### config.mk
export PLATFORM = sky130hd
export DESIGN_NAME = program_counter
export DESIGN_NICKNAME = d
export VERILOG_FILES = /design/src/rtl/program_counter.sv
export SDC_FILE = /design/constraint.sdc
export NUM_CORES = 1
export LEC_CHECK = 0
export CORE_MARGIN = 2
export CORE_UTILIZATION = 43
export DETAILED_ROUTE_END_ITERATION = 10
export PLACE_DENSITY_LB_ADDON = 0.3
export SYNTH_ARGS = -nofsm -noshare
export SYNTH_HDL_FRONTEND = slang
export SYNTH_SLANG_ARGS = --single-unit
### constraint.sdc
create_clock -name clk -period 3.4 [get_ports clk]
set_clock_uncertainty 0.1 [all_clocks]
set_input_delay 0.34 -clock clk [delete_from_list [all_inputs] [get_ports clk]]
set_output_delay 0.34 -clock clk [all_outputs]
set_load 0.1 [all_outputs]
### src/rtl/program_counter.sv
// Program counter register: a single WIDTH-bit register with a load enable and
// an asynchronous active-high reset. pc_out comes straight from the register.
module program_counter #(
  parameter int               WIDTH       = 64,
  parameter logic [WIDTH-1:0] RESET_VALUE = '0
) (
  input  logic             clk,
  input  logic             reset,
  input  logic             PCWrite,
  input  logic [WIDTH-1:0] pc_in,
  output logic [WIDTH-1:0] pc_out
);

  logic [WIDTH-1:0] pc_q;

  // NOTE: state is updated with non-blocking assignments so every reader sees the pre-edge value.
  always_ff @(posedge clk or posedge reset) begin
    if (reset) begin
      pc_q <= RESET_VALUE;
    end else if (PCWrite == 1'b1) begin
      // An unknown enable compares false, so the register holds.
      pc_q <= pc_in;
    end
  end

  assign pc_out = pc_q;

endmodule

==> impl_metrics.ini <==
[die]
core_area_um2 = 5990
die_area_um2 = 6890
die_h_um = 83.0
floorplan.initialDensity_pct = 44.8
rows = 28
io_pins = 131
die_width_um = 83.0

[synthesis]
yosysMostFrequentCell = dfrtp_1
ys_types = 6
synthesis.area_um2 = 2680
synth_fp_nets = 203
async_flop_share_pct = 100
ys.flop_type = dfrtp_1
synth.avg_cell_area_um2 = 19.7
yosys-top-cells-area = dfrtp_1 60%, mux2_4 34%, buf_12 4.5%
synth_commonest_cells = 64 x dfrtp_1, 60 x mux2_4, 6 x buf_12, 4 x mux2_2
syn_inst = 136
synth_edf_count = 0
synth.largest_area_cell = dfrtp_1
ys.warnings.count = 0
synth_seq_area_share_pct = 59.7
synth_top_area_share_pct = 59.7
ys_seq_elements = 64

[worst_setup_path]
slowest_stage = clkdlybuf4s50_1
slowest_delay_ps = 1150
cp_top_family = buffers and inverters
worstPathArrival_ps = 1840
endpoint_kind = output port
regToRegEndpoint = pc_out[1]$_DFFE_PP0P_
crit_path_start = pc_out[58]$_DFFE_PP0P_
reg2reg_depth = 1
cp.required_ps = 2960
crit_type = reg2out
crit_chain = clkdlybuf4s50_1
reg2reg_from = pc_out[1]$_DFFE_PP0P_
start_kind = flip-flop
cp.depth = 1
crit_buf_inv = 1
reg2reg_slack_ps = 2520
critical_path.max_fanout = 2
crit_path_end = pc_out[58]

[timing]
drv_slew = 0
setup_viol = 0
tns_ps = 0
finalCritPeriodShare_pct = 66.9
hold_viol_final = 0
fin_crit_ps = 2280
rsz0062_at_grt = false
relSlewSlack_pct = 32.8
max_freq_mhz = 439
worstMarginPinSlew_ps = 1000
fin_ws_ps = 1120

[final_layout]
largest_reg_flops = 64
antenna_cells = 0
multi_input_area_um2 = 946
regArea_um2 = 1600
final_util_pct = 69.3
synthToLayoutAreaGrowth_pct = 54.9
final_nets = 341
instances_no_fill = 354
layout-drive-gt1-share_pct = 29.7
fill_cells = 395
fin_area_um2 = 4150

[cts]
cts_tree = done
cts_sinks = 64
ctsResizeCount = 0
clockBufferDepth = 2
clk_latency_ps = 320
hold_buffers = 0
cts-root-buf = clkbuf_8
cts_made_buffers = 9
clk_pin_slew_ps = 70
post-cts-setup-buffer-count = 0
ctsHtreeMaxLevel = 3

[detailed_routing]
ant_nets = 0
via_per_inst = 4.62
route.detailed.drc = 0
via_count = 1637
finalWirelength_mm = 5.66
routedWlPerCell_um = 16.0
first_pass_iters = 4
drt_iter0_drc = 26

[power]
powerDensity_nw_per_um2 = 592
ir_worst_vdd_v = 0.000357
p_leak_nw = 1.88

[placement]
post-place-ws_ps = 1470
dp_hpwl_mm = 4.07
placed_cell_area_um2 = 3970
dp_cells = 338
gp_congestion = 0.721
numPortBuffers = 130

[grt]
grt-ovfl-total = 0
grt_max_degree = 38
antenna_found_initial = 0
grt_pass1_wl_mm = 9.25
grtUsageTotal_pct = 17.3
grt_pass1_vias = 1747

[hold_path]
hold_path_class = in2async

[flow_run]
drv_cap = 0

[status]
outcome = completed
[placed cells by master, fill, tap and decap left out, drive strengths merged]
master,Yosys,final
dfrtp,64,64
mux2,64,64
clkinv,0,3
inv,1,1
buf,7,5
clkbuf,0,12
clkdlybuf4s50,0,129
bufinv,0,1
[kinds of logic after synthesis]
kind of cell / Yosys count / synth area share [%]
flip-flops: 64 / 59.7
buffers and inverters: 8 / 5.04
multiplexers: 64 / 35.3
[metal layers]
layer  global-route usage (%)  up-vias  routed length [µm]
met4                     7.15        0                  44
met5                        0        -                   0
met2                     23.2       91                2390
met3                     6.46        5                 518
met1                     25.0      792                2710
li1                         -      749                   -
[worst min path at each step]
stage | startpoint | endpoint | slack [ps]
CTS | reset | pc_out[35]$_DFFE_PP0P_ | 390
global route | pc_out[51]$_DFFE_PP0P_ | pc_out[51]$_DFFE_PP0P_ | 430
global placement | pc_out[28]$_DFFE_PP0P_ | pc_out[28]$_DFFE_PP0P_ | 390
finish | reset | pc_out[18]$_DFFE_PP0P_ | 370
detailed placement | pc_out[50]$_DFFE_PP0P_ | pc_out[50]$_DFFE_PP0P_ | 390
floorplan | pc_in[0] | pc_out[0]$_DFFE_PP0P_ | 390
[report_power, final]
| part | switching [mW] | internal (mW) | total [mW] | leakage (nW) |
|---|---|---|---|---|
| clock network | 0.262 | 0.336 | 0.598 | 0.0941 |
| logic | 0.678 | 0.302 | 0.980 | 1.04 |
| registers | 0.0425 | 0.838 | 0.881 | 0.748 |
| total | 0.983 | 1.48 | 2.46 | 1.88 |
[area by class of cell]
cell class	instances	share of cell area [%]
flip-flops and latches	64	38.6
repair buffers	134	32.0
multi-input cells	64	22.8
well taps	75	2.26
clock inverters	4	1.08
clock buffers	12	3.25
inverters	1	0.0904
[stage by stage]
step	total power, mW	hold slack [ps]
global route	2.56	426
detailed placement	1.88	391
CTS	2.49	385
global placement	1.87	389
finish	2.46	368
floorplan	1.62	388
Power figures use the tool's default switching activity.
==> RTL change 1, RTL diff (config.mk and constraints unchanged) <==
Set the parameter `WIDTH` to 128 (it was 64).
--- a/src/rtl/program_counter.sv
+++ b/src/rtl/program_counter.sv
@@ -3,3 +3,3 @@
 module program_counter #(
-  parameter int               WIDTH       = 64,
+  parameter int               WIDTH       = 128,
   parameter logic [WIDTH-1:0] RESET_VALUE = '0
Ports: changed (resized pc_in and pc_out); port bits go from 131 to 259. The function was not compared with the original's and may differ.
==> RTL change 1 against the original RTL <==
  * Area after synthesis grew 80%
  * Worst hold slack lost 0.17 ns
  * Sequential cell count grew 64
  * Critical path depth is the same
  * Fmax shrank 8.4%
  * Cell area grew 94%
  * Power grew 120%
  * Global-route usage grew 4.1 points
  * Wire length grew 120%
  * Count of clock-buffer cells in the layout grew 11
  * Worst setup slack lost 0.21 ns
  * Largest cell class unchanged
==> RTL change 1: results <==
outcome:
  status: "completed"
setup_path:
  path_max_fanout: 2
  path_delay_family: "buffers and inverters"
  cp.arrival_ns: 2.04
  crit_slowest_cell: "clkdlybuf4s50_1"
  slowest_delay_ns: 1.16
global_routing:
  grt_first_pass_wirelength_um: 18900
  grt_pass1_vias: 3748
  grt_max_degree: 81
  track_usage_pct: 21.3
placed_design:
  portBuffers: 258
  dp_hpwl_um: 9100
  gp_congestion: 0.799
  pre_cts_ws_ns: 1.43
clock_network:
  cts_buffers: 17
  postCtsResizedCells: 0
  cts_setup_buffers: 0
  path_clk_slew_ns: 0.06
  cts.path.max_buffers: 2
  h-tree-depth: 4
  clk_latency_ns: 0.51
layout:
  final_nets: 669
  antenna_cells: 0
  largest_reg_flops: 128
  drive_gt1_share_pct: 29.8
yosys:
  synth-adder-area-share_pct: 0
  yosys-top-cells-area: "dfrtp_1 (66%), mux2_2 (30%), clkbuf_8 (2.3%)"
  yosysUniqueCellTypes: 5
  syn-num-nets: 402
  synthMuxAreaShare_pct: 29.9
  synth_common_cells: "dfrtp_1 (128), mux2_2 (128), clkbuf_8 (8)"
  synth_compound_area_share_pct: 0
  yosysSeqAreaShare_pct: 66.4
  synth-xor-area-share_pct: 0
power_and_ir_drop:
  power.density_nw_per_um2: 668
  power_frac_comb_pct: 34.7
  ir_drop_uv: 384
  p_sw_mw: 2.07
  p_leak_nw: 3.32
  pwr-share-clk_pct: 32.6
worst_hold_path:
  hold_path.class: "in -> async"
sta:
  slew_headroom_pct: 30.3
  final-setup-viol-count: 0
detailed_routing:
  routed_via_density: 4.80
  routed_wirelength_um: 12400
  first_iter_violations: 72
  drt_first_pass_iters: 5
## RTL change 1: cell types whose count changed after synthesis, sizes merged
cell    unedited run  this run
dfrtp             64       128
mux2              64       128
clkbuf             0         8
buf                7         6
## RTL change 1: layout make-up
cell class	instances	area [um^2]
repair buffers	262	2640
fillers	724	2840
inverters	1	7.51
clock buffers	23	477
multi-input cells	128	1440
well taps	140	175
flip-flops and latches	128	3200
clock inverters	9	106
## RTL change 1: per-stage QoR
| stage | hold WS (ns) | instances | cell area (um^2) |
|---|---|---|---|
| after global routing | 0.256 | 691 | 8050 |
| after detailed placement | 0.394 | 659 | 7460 |
| final | 0.200 | 691 | 8050 |
| after CTS | 0.204 | 691 | 8050 |
| after floorplan | 0.392 | 271 | 4830 |
| after global placement | 0.388 | 659 | 7460 |
## RTL change 1: path summary, 6_finish.rpt
kind                                  from     endpoint  slack, ns  depth (start not counted)
worst max register to register  pc_out[77]   pc_out[77]       2.52                          1
worst min-delay path                 reset  pc_out[127]       0.20                          2
worst min register to register   pc_out[8]    pc_out[8]       0.40                          1
min in group clk                 pc_in[29]   pc_out[29]       0.33                          2
worst max-delay path            pc_out[53]   pc_out[53]       0.92                          1
max in group asynchronous            reset    pc_out[6]       2.25                          3
## RTL change 1: logic make-up after synthesis
group                  after synthesis
DFF                                128
muxes                              128
buffers and inverters               15
## RTL change 1: routing by layer
layer | GRT usage (%) | up-vias | wire [um]
li1 | - | 1490 | -
met1 | 21.7 | 1635 | 4270
met2 | 36.9 | 168 | 6500
met3 | 9.66 | 23 | 1360
met4 | 10.5 | 0 | 289
met5 | 0 | - | 0
==> RTL change 2, RTL diff (config.mk and constraints unchanged) <==
Made on the original files. Make the reset (`reset`) synchronous in one clocked block. Comments in the files are not updated.
--- a/src/rtl/program_counter.sv
+++ b/src/rtl/program_counter.sv
@@ -16,3 +16,3 @@
   // NOTE: state is updated with non-blocking assignments so every reader sees the pre-edge value.
-  always_ff @(posedge clk or posedge reset) begin
+  always_ff @(posedge clk) begin
     if (reset) begin
Behaviour: differs if reset is asserted again (counterexample within 4 cycles, from zero or initial values and one cycle with reset high); with reset held inactive, the same outputs for 10 cycles.
==> RTL change 2 against the original RTL <==
  * Fmax shrank 0.82%
  * Wire length is 0.99% lower
  * Sequential cell count unchanged
  * Worst setup slack got worse by 0.019 ns
  * Area after synthesis fell by 15%
  * Utilization increased by 4.8 points
  * Cell count is 15% higher
  * Cell area down 8.3%
  * Critical path type unchanged
  * Largest cell class is now non-clock buffers
  * Power fell by 7.9%
==> RTL change 2: results <==
layout:
  largest_reg_flops: 64
  final_nets: 400
  antenna_cells: 0
  drive_gt1_share_pct: 5.33
setup_path:
  path_delay_family: "buffers and inverters"
  r2r-start: "pc_out[0]"
  cp.arrival_ns: 1.85
  reg2reg_depth: 2
  reg2reg_slack_ns: 2.62
  crit_start: "pc_out[23]"
  reg2reg_to: "pc_out[0]"
  slowest_delay_ns: 1.18
  path_max_fanout: 2
power_and_ir_drop:
  p_leak_nw: 1.65
  ir_drop_uv: 381
placed_design:
  dp_hpwl_um: 3880
  placedCellCount: 392
  gp_congestion: 0.720
  portBuffers: 130
  placed_area_um2: 3540
worst_hold_path:
  worstHoldEndpoint: "pc_out[31]"
  hold_path.class: "reg -> reg"
  min_path_cells: 2
  hp-start: "pc_out[31]"
detailed_routing:
  num_vias: 1890
  drc_errors: 0
  first_iter_violations: 64
  wire_per_inst_um: 13.7
  drt_first_pass_iters: 4
  routed_via_density: 4.63
clock_network:
  root_buffer: "clkbuf_8"
  cts.path.max_buffers: 2
  path_clk_slew_ns: 0.07
  postCtsResizedCells: 0
  cts_buffers: 9
  cts_setup_buffers: 0
  h-tree-depth: 3
yosys:
  synth_warnings: 0
  synthArstFlopShare_pct: 0
  yosysUniqueCellTypes: 7
  synth_common_cells: "dfxtp_1 (64), mux2i_1 (64), nor2_1 (64)"
  yosys-top-cells-area: "dfxtp_1 (56%), mux2i_1 (28%), nor2_1 (10%)"
  syn-num-nets: 273
  yosysSeqAreaShare_pct: 55.9
  syn_inst: 206
global_routing:
  grt_pass1_vias: 2016
  track_usage_pct: 20.2
  antenna_found_initial: 0
  grt_first_pass_wirelength_um: 9460
  grt_max_degree: 65
outcome:
  status: "completed"
sta:
  slew_headroom_pct: 26.1
-- RTL change 2: changes by cell type in the layout (fill, tap and decap cells not counted), moves of 3 or more --
| cell | before | now |
|---|---|---|
| mux2i_1 | 0 | 64 |
| dfrtp_1 | 64 | 0 |
| clkbuf_1 | 3 | 0 |
| bufinv_16 | 1 | 4 |
| mux2_4 | 60 | 0 |
| buf_4 | 5 | 1 |
| nor2_1 | 0 | 64 |
| dfxtp_1 | 0 | 64 |
| mux2_2 | 4 | 0 |
-- RTL change 2: kinds of logic (layout without fill, tap and decap cells) --
logic type             count (synthesis)  after routing  synth area share, %
multiplexers                          64             64                 28.0
flip-flops                            64             64                 55.9
AND/OR/NAND/NOR                       64             64                 10.5
buffers and inverters                 14            146                 5.63
-- RTL change 2: worst max-delay path by stage --
| stage | to |
|---|---|
| 2_1_floorplan | pc_out[0] |
| 3_3_place_gp | pc_out[6] |
| 3_5_place_dp | pc_out[23] |
| 4_1_cts | pc_out[23] |
| 5_1_grt | pc_out[23] |
| 6_report | pc_out[23] |
-- RTL change 2: metal layers --
metal  wire length [um]  up-vias  GRT usage (%)
li1                   -      932              -
met1               2350      860           22.9
met2               2620       84           32.9
met3                467       14           8.00
met4                160        0           10.4
met5                  0        -              0
-- RTL change 2: power breakdown --
part	switching [mW]	total (mW)	internal, mW
logic	0.408	0.589	0.180
registers	0.0213	0.816	0.795
clock network	0.281	0.860	0.579
total	0.711	2.26	1.55
-- RTL change 2: through the flow --
step / utilization (%) / hold slack, ns / worst slack [ns] / total power [mW]
after detailed placement: 68.9 / 0.380 / 1.44 / 1.42
final: 74.1 / 0.393 / 1.11 / 2.26
after CTS: 74.1 / 0.399 / 1.08 / 2.29
after floorplan: - / 0.387 / 2.04 / 1.25
after global routing: 74.1 / 0.433 / 1.05 / 2.35
after global placement: 68.9 / 0.371 / 1.50 / 1.41
-- RTL change 2: cell type report --
class	count	area (um^2)
clock buffers	10	138
clock inverters	6	130
fillers	410	1330
multi-input cells	128	881
flip-flops and latches	64	1280
well taps	70	87.6
repair buffers	130	1290
